$ cat config.mk
export PLATFORM = sky130hd
export DESIGN_NAME = bip_program_loader
export DESIGN_NICKNAME = d
export VERILOG_FILES = /design/src/rtl/bip_loader_pkg.sv /design/src/rtl/loader_word_assembler.sv /design/src/rtl/bip_program_loader.sv
export SDC_FILE = /design/constraint.sdc
export NUM_CORES = 1
export LEC_CHECK = 0
export CORE_UTILIZATION = 28
export CTS_CLUSTER_SIZE = 8
export DETAILED_ROUTE_END_ITERATION = 8
export GPL_TIMING_DRIVEN = 0
export SYNTH_ARGS = -nofsm -noshare
export SYNTH_HDL_FRONTEND = slang
export SYNTH_SLANG_ARGS = --single-unit
$ cat constraint.sdc
create_clock -name i_clk -period 2.28 [get_ports i_clk]
set_input_delay 0.456 -clock i_clk [delete_from_list [all_inputs] [get_ports i_clk]]
set_output_delay 0.456 -clock i_clk [all_outputs]
set_load 0.1 [all_outputs]
$ cat src/rtl/bip_loader_pkg.sv
// Shared definitions for the BIP program loader: FSM state encoding, frame geometry
// and the address-width helper.
package bip_loader_pkg;

  typedef enum logic [2:0] {
    ST_LEN_HI,
    ST_LEN_LO,
    ST_DATA_HI,
    ST_DATA_LO,
    ST_WRITE,
    ST_CHECK,
    ST_DONE,
    ST_ERROR
  } state_t;

  localparam int LEN_BYTES      = 2;
  localparam int BYTES_PER_WORD = 2;

  // Number of bits needed to represent value (0 for value <= 0).
  function automatic int clogb2(input int value);
    int v;
    int n;
    v = value;
    n = 0;
    while (v > 0) begin
      n++;
      v = v >> 1;
    end
    return n;
  endfunction

endpackage

$ cat src/rtl/loader_word_assembler.sv
// Shifts accepted stream bytes MSB-first into an instruction word and pulses word_full
// for one cycle after the last byte of a word has been taken.
module loader_word_assembler import bip_loader_pkg::*; #(
  parameter int NB_BYTE = 8,
  parameter int NB_BITS = BYTES_PER_WORD * NB_BYTE
) (
  input  logic               clk,
  input  logic               rst_n,
  input  logic               clr,
  input  logic               shift,
  input  logic [NB_BYTE-1:0] data,
  output logic [NB_BITS-1:0] word,
  output logic               word_full
);

  localparam int NB_PHASE = clogb2(BYTES_PER_WORD - 1);
  localparam logic [NB_PHASE-1:0] LAST_PHASE = NB_PHASE'(BYTES_PER_WORD - 1);

  logic [NB_PHASE-1:0] phase_reg;
  logic [NB_BITS-1:0]  word_reg;
  logic                full_reg;

  always_ff @(posedge clk or negedge rst_n) begin
    if (!rst_n) begin
      phase_reg <= '0;
      word_reg  <= '0;
      full_reg  <= 1'b0;
    end else if (clr) begin
      // realign after a trailing odd byte (checksum) before the next frame
      phase_reg <= '0;
      full_reg  <= 1'b0;
    end else begin
      full_reg <= shift && (phase_reg == LAST_PHASE);
      if (shift) begin
        word_reg  <= {word_reg[NB_BITS-NB_BYTE-1:0], data};
        phase_reg <= (phase_reg == LAST_PHASE) ? '0 : phase_reg + NB_PHASE'(1);
      end
    end
  end

  assign word      = word_reg;
  assign word_full = full_reg;

endmodule

$ cat src/rtl/bip_program_loader.sv
// Loads a length-prefixed byte stream into program memory and holds the CPU in reset until done.
// Define LOADER_CHECKSUM_EN to require a trailing XOR checksum byte before releasing the CPU.
module bip_program_loader import bip_loader_pkg::*; #(
  parameter int NB_BITS       = 16,
  parameter int NB_BYTE       = 8,
  parameter int INS_MEM_DEPTH = 2048,
  localparam int NB_ADDR      = clogb2(INS_MEM_DEPTH - 1)
) (
  input  logic               i_clk,
  input  logic               i_rst,
  input  logic [NB_BYTE-1:0] i_rx_data,
  input  logic               i_rx_valid,
  output logic               o_rx_ready,
  input  logic               i_load_req,
  output logic               o_mem_wr,
  output logic [NB_ADDR-1:0] o_mem_addr,
  output logic [NB_BITS-1:0] o_mem_data,
  output logic               o_cpu_rst_n,
  output logic               o_done,
  output logic               o_error
);

  localparam int NB_LEN = LEN_BYTES * NB_BYTE;
  localparam int NB_CNT = NB_ADDR + 1;
  localparam logic [NB_LEN-1:0] DEPTH_LEN = NB_LEN'(INS_MEM_DEPTH);
`ifdef LOADER_CHECKSUM_EN
  localparam state_t LAST_STATE = ST_CHECK;
`else
  localparam state_t LAST_STATE = ST_DONE;
`endif

  state_t              state_reg, state_next;
  logic [NB_CNT-1:0]   count_reg, count_next;
  logic [NB_LEN-1:0]   len_reg, len_next;
  logic [NB_BITS-1:0]  word;
  logic                word_full;
  logic                accept;
  logic                restart;
  logic [NB_LEN-1:0]   len_rx;

  assign accept  = i_rx_valid && o_rx_ready;
  assign restart = i_load_req && ((state_reg == ST_DONE) || (state_reg == ST_ERROR));
  // the high length byte is still sitting in the low byte of the assembler
  assign len_rx  = {word[NB_BYTE-1:0], i_rx_data};

  loader_word_assembler #(
    .NB_BYTE (NB_BYTE),
    .NB_BITS (NB_BITS)
  ) u_assembler (
    .clk       (i_clk),
    .rst_n     (i_rst),
    .clr       (restart),
    .shift     (accept),
    .data      (i_rx_data),
    .word      (word),
    .word_full (word_full)
  );

  always_ff @(posedge i_clk or negedge i_rst) begin
    if (!i_rst) begin
      state_reg <= ST_LEN_HI;
      count_reg <= '0;
      len_reg   <= '0;
    end else begin
      state_reg <= state_next;
      count_reg <= count_next;
      len_reg   <= len_next;
    end
  end

`ifdef LOADER_CHECKSUM_EN
  logic [NB_BYTE-1:0] csum_reg, csum_next;

  always_comb begin
    csum_next = csum_reg;
    if (restart)     csum_next = '0;
    else if (accept) csum_next = csum_reg ^ i_rx_data;
  end

  always_ff @(posedge i_clk or negedge i_rst) begin
    if (!i_rst) csum_reg <= '0;
    else        csum_reg <= csum_next;
  end
`endif

  always_comb begin
    state_next = state_reg;
    count_next = count_reg;
    len_next   = len_reg;
    case (state_reg)
      ST_LEN_HI:  if (accept) state_next = ST_LEN_LO;
      ST_LEN_LO: begin
        if (accept) begin
          len_next = len_rx;
          if (len_rx == '0)            state_next = ST_DONE;
          else if (len_rx > DEPTH_LEN) state_next = ST_ERROR;
          else                         state_next = ST_DATA_HI;
        end
      end
      ST_DATA_HI: if (accept) state_next = ST_DATA_LO;
      ST_DATA_LO: if (accept) state_next = ST_WRITE;
      ST_WRITE: begin
        count_next = count_reg + NB_CNT'(1);
        state_next = (NB_LEN'(count_next) == len_reg) ? LAST_STATE : ST_DATA_HI;
      end
`ifdef LOADER_CHECKSUM_EN
      ST_CHECK: if (accept) state_next = (i_rx_data == csum_reg) ? ST_DONE : ST_ERROR;
`endif
      ST_DONE, ST_ERROR: begin
        if (i_load_req) begin
          state_next = ST_LEN_HI;
          count_next = '0;
          len_next   = '0;
        end
      end
      default: state_next = ST_LEN_HI;
    endcase
  end

  always_comb begin
    o_rx_ready = 1'b0;
    case (state_reg)
      ST_LEN_HI, ST_LEN_LO, ST_DATA_HI, ST_DATA_LO, ST_CHECK: o_rx_ready = 1'b1;
      default:                                                o_rx_ready = 1'b0;
    endcase
  end

  assign o_mem_wr    = (state_reg == ST_WRITE) && word_full;
  assign o_mem_addr  = count_reg[NB_ADDR-1:0];
  assign o_mem_data  = word;
  assign o_done      = (state_reg == ST_DONE);
  assign o_error     = (state_reg == ST_ERROR);
  assign o_cpu_rst_n = (state_reg == ST_DONE);

endmodule
; ---- After elaboration in Yosys (flattened, before gate mapping)
; Index checks and enable logic that the tools add are counted.
[word_totals]
regBits = 49
latch_bits = 0
ramBits = 0
rom_bits = 0
input_bits = 12
output_inout_bits = 32
elab_cells = 58
mem_count = 0
[op_classes]
addsub = 2
multipliers = 0
div = 0
n_lt_le_gt_ge = 1
eq_ne = 13
shifts = 0
mux = 19
bitwise = 1
reduce_logical = 16
[ops]
columns = cell, count
row1 = 2-to-1 mux 16 bit, 2
row2 = case mux 16 bit (2 select lines), 1
row3 = 2-to-1 mux 3 bit, 8
row4 = case mux 12 bit (2 select lines), 1
row5 = case mux 3 bit (6 select lines), 1
row6 = == test 12 x 16 -> 1 bit, 1
row7 = > comparator 16 x 12 -> 1 bit (second input constant), 1
row8 = zero test 16 bit, 1
row9 = adder 12 x 1 -> 12 bit (second input constant), 1
row10 = == test 3 bit (second input constant), 4
row11 = 2-to-1 mux 12 bit, 1
row12 = inequality test 2 x 1 -> 1 bit (second input constant), 4
row13 = == test 3 x 2 -> 1 bit (second input constant), 2
row14 = nonzero test 2 bit, 3
row15 = 2-to-1 mux 1 bit, 5
row16 = AND reduction 5 bit, 1
row17 = OR reduction 5 bit, 1
row18 = logical AND 1 bit, 4
row19 = AND reduction 2 bit, 2
row20 = == test 3 x 1 -> 1 bit (second input constant), 1
row21 = zero test 3 bit, 1
row22 = AND reduction 3 bit, 1
row23 = inequality test 2 bit (second input constant), 1
row24 = OR reduction 2 bit, 1
row25 = other kinds (3), 3

; ---- Depth between registers and ports, before layout
[depth]
ltp_word = 6
depth_mapped = 8

; ---- Modules after synthesis
; From an unflattened synthesis, not the netlist that was laid out.
[hier_totals]
cells_unflattened = 271
area_unflattened_um2 = 2687.6
[modules_own_cells]
columns = mod, n_inst, cells_each, area_each_um2, seq_area_each_um2
row1 = bip_program_loader, 1, 231, 1958.1, 775.7
row2 = loader_word_assembler, 1, 40, 729.4, 450.4

; ---- Least setup slack after synthesis
; No wires, ideal clock.
[synth_timing]
path_kind = register -> output
from = register state_reg[1]
to = output port o_done
arrival_ns = 2.531
required_time_ns = 1.824
path_slack_ns = -0.707
path_stages_with_launch = 5
cell_sequence = dfrtp_1 clkbuf_1 nand2_1 nor2_1 buf_4
[synth_between]
elab_chain_cells = 1
[synth_lines]
columns = item, line
row1 = start: declaration, bip_program_loader.sv:32  ; state_t state_reg, state_next;
row2 = start signal: assignment, bip_program_loader.sv:65  ; state_reg <= state_next;
row3 = == test 3 bit, n/a
row4 = end: declaration, bip_program_loader.sv:19  ; output logic o_done,
; No other way between the ends.

; ---- Worst setup path after layout
[layout_timing]
from = register count_reg[10]
to = output port o_mem_addr[10]
[layout_rtl]
columns = item, line
row1 = start: declaration, bip_program_loader.sv:33  ; logic [NB_CNT-1:0] count_reg, count_next;
row2 = start signal: assignment, bip_program_loader.sv:66  ; count_reg <= count_next;
row3 = end: declaration, bip_program_loader.sv:16  ; output logic [NB_ADDR-1:0] o_mem_addr,
; No word-level cell between the ends.

==> flow_metrics.env <==
export IMPL_io_buffer_count=43
export IMPL_startpoint="count_reg[10]$_DFFE_PN0P_"
export IMPL_status="finished clean"
export IMPL_drt_iter0_markers=65
export IMPL_antenna_found_initial=0
export IMPL_grt_start_max_net_pins=37
export IMPL_worst_slew_pin_transition_ns=0.975
export IMPL_floorplan_initialDensity=0.288
export IMPL_drc=0
export IMPL_final_net_count=302
export IMPL_n_antenna_cell=0
export IMPL_synth_warnings=0
export IMPL_cts_sinks=49
export IMPL_yosys_most_used_dff="dfrtp_1"
export IMPL_arrival_ns=1.77
export IMPL_final_common_cell="dfrtp_1"
export IMPL_viasPerCell=5.05
export IMPL_rsz0062_at_grt="no"
export IMPL_syn_to_final_growth_pct=27.5
export IMPL_grt_pass1_vias=1999
export IMPL_crit_fanout=7
export IMPL_slew_headroom=0.349
export IMPL_clk_path_buf_depth=2
export IMPL_gp_congestion=0.827
export IMPL_die_width_um=96.7
export IMPL_finalHoldViolCount=0
export IMPL_reg2reg_slack_ns=0.24
export IMPL_maxClockFrequency_ghz=0.449
export IMPL_first_pass_iters=4
export IMPL_num_vias=2004
export IMPL_num_rows=34
export IMPL_fin_tns_setup_ns=0
export IMPL_critPathCaptureType="output pin"
export IMPL_grt_pass1_wl_um=10400
export IMPL_cts_root_buffer="clkbuf_8"
export IMPL_wl_per_cell_um=15.1
export IMPL_setup_viol=0
export IMPL_clkLatencyLatePin_ns=0.31
export IMPL_min_period_over_period=0.976
export IMPL_drive_gt1_frac=0.211
export IMPL_syn_num_nets=251
export IMPL_synth_xor_area_frac=0.0627
export IMPL_grt_use_total=0.136
export IMPL_synth_compound_area_share=0.170
export IMPL_worst_r2r_cell_count=7
export IMPL_synth_simple_area_share=0.143
export IMPL_synth_top_family_by_area="compound AO/OA/AOI/OAI gates"
export IMPL_skew_ns=0.00563
export IMPL_design_die_area_sq_um=9360
export IMPL_max_cap_violations=0
export IMPL_critPathKind="reg -> out"
export IMPL_synth_cell_types=42
export IMPL_syn_area_sq_um=2510
export IMPL_routed_wirelength_um=6010
export IMPL_h_tree_depth=2
export IMPL_start_kind="flop"
export IMPL_ios=44
export IMPL_cts_tree="done"
export IMPL_synth_edff_count=0
export IMPL_path_clk_slew_ns=0.10
export IMPL_final_cell_mix="48 x dfrtp_1, 21 x o21ai_0, 17 x nand2_1, 17 x a22o_1"
export IMPL_async_reset_ff_frac=1.00
export IMPL_die_y_um=96.7
export IMPL_r2r_start="count_reg[0]$_DFFE_PN0P_"
export IMPL_hold_class="in -> async"
export IMPL_dp_final_hpwl_um=4370
export IMPL_worst_ep_required_time_ns=1.82
export IMPL_numCtsBuffers=5
export IMPL_syn_area_per_cell_sq_um=10.6
export IMPL_ant_nets=0
export IMPL_synth_adder_area_share=0.00498
export IMPL_fin_crit_ns=2.23
export IMPL_postCtsSetupBuffers=0
export IMPL_slew_violations=0
export IMPL_cts_hold_buf=0
export IMPL_coreArea_sq_um=8720
export IMPL_synth_mux_area_frac=0.0717
export IMPL_grt_overflow=0
export IMPL_reg2reg_to="state_reg[2]$_DFFE_PN0P_"
export IMPL_synth_cells=238
export IMPL_ys_ff_latch=49
export IMPL_yosysSeqAreaShare=0.488
## synthesized netlist by cell type, types with 3 or more instances
library cell	count	area, sq um
buf_4	13	97.6
nand2_1	18	67.6
xor2_1	7	61.3
buf_2	3	15.0
o31ai_1	5	37.5
a31oi_1	5	31.3
nor3_1	3	15.0
a22o_1	17	149
o21ai_0	21	105
a21oi_1	3	15.0
nand3_1	8	40.0
mux2_2	15	169
nor2_1	14	52.6
dfrtp_1	49	1230
xnor2_1	11	96.3
nor4_1	6	37.5
clkbuf_1	8	30.0
and3_1	5	31.3
## area by class of cell
| type | instances | area (sq um) |
|---|---|---|
| Sequential cell | 49 | 1230 |
| Multi-Input combinational cell | 163 | 1150 |
| Inverter | 2 | 7.51 |
| Clock buffer | 5 | 68.8 |
| Timing Repair Buffer | 44 | 429 |
| Clock inverter | 2 | 38.8 |
| Fill cell | 890 | 5520 |
| Tap cell | 108 | 135 |
| Buffer | 24 | 146 |
## through the flow
| step | area (sq um) | cells | utilization | setup WS, ns | hold slack, ns |
|---|---|---|---|---|---|
| 6_report | 3200 | 397 | 0.367 | 0.0546 | 0.0440 |
| 5_1_grt | 3200 | 397 | 0.367 | 0.00669 | 0.0681 |
| 4_1_cts | 3180 | 397 | 0.364 | 0.00497 | 0.0471 |
| 3_5_place_dp | 3100 | 390 | 0.356 | -0.442 | 0.388 |
| 3_3_place_gp | 3090 | 389 | 0.354 | -0.712 | 0.478 |
| 2_1_floorplan | 2520 | 238 | - | 0.119 | 0.160 |
## critical path, cell delays in order (launching register included)
cell and delay (ns):
dfrtp_1 0.48, buf_4 0.15, dlygate4sd2_1 0.84
## routing by layer
layer	share of wire	global-route usage	up-vias	wire (um)
li1	-	-	968	-
met1	0.49	0.198	974	2980
met2	0.44	0.198	51	2650
met3	0.042	0.0275	11	251
met4	0.023	0.0517	0	140
met5	0	0	-	0
## kinds of logic after synthesis
kind of cell	after synthesis
fa+ha+maj	1
mux	16
flops	49
buf+inv	26
simple gates	67
xor+xnor	18
compound gates	61
## worst max path at each step
stage	to	slack, ns	depth (start not counted)
finish	o_mem_addr[10]	0.05	2
detailed placement	o_done	-0.44	5
global route	o_mem_addr[5]	0.007	2
floorplan	o_done	0.12	4
CTS	o_mem_addr[7]	0.005	2
global placement	u_assembler.word[14]$_DFFE_PN0P_	-0.71	1
## timing repair
| action | 4_1_cts | 5_1_grt |
|---|---|---|
| resized for setup | 46 | 18 |
| hold endpoints to repair | 0 | 0 |
| setup endpoints to repair | 25 | 16 |
Power is not shown: default switching activity piles up to over one toggle a cycle in this logic, so the estimate is an artifact.
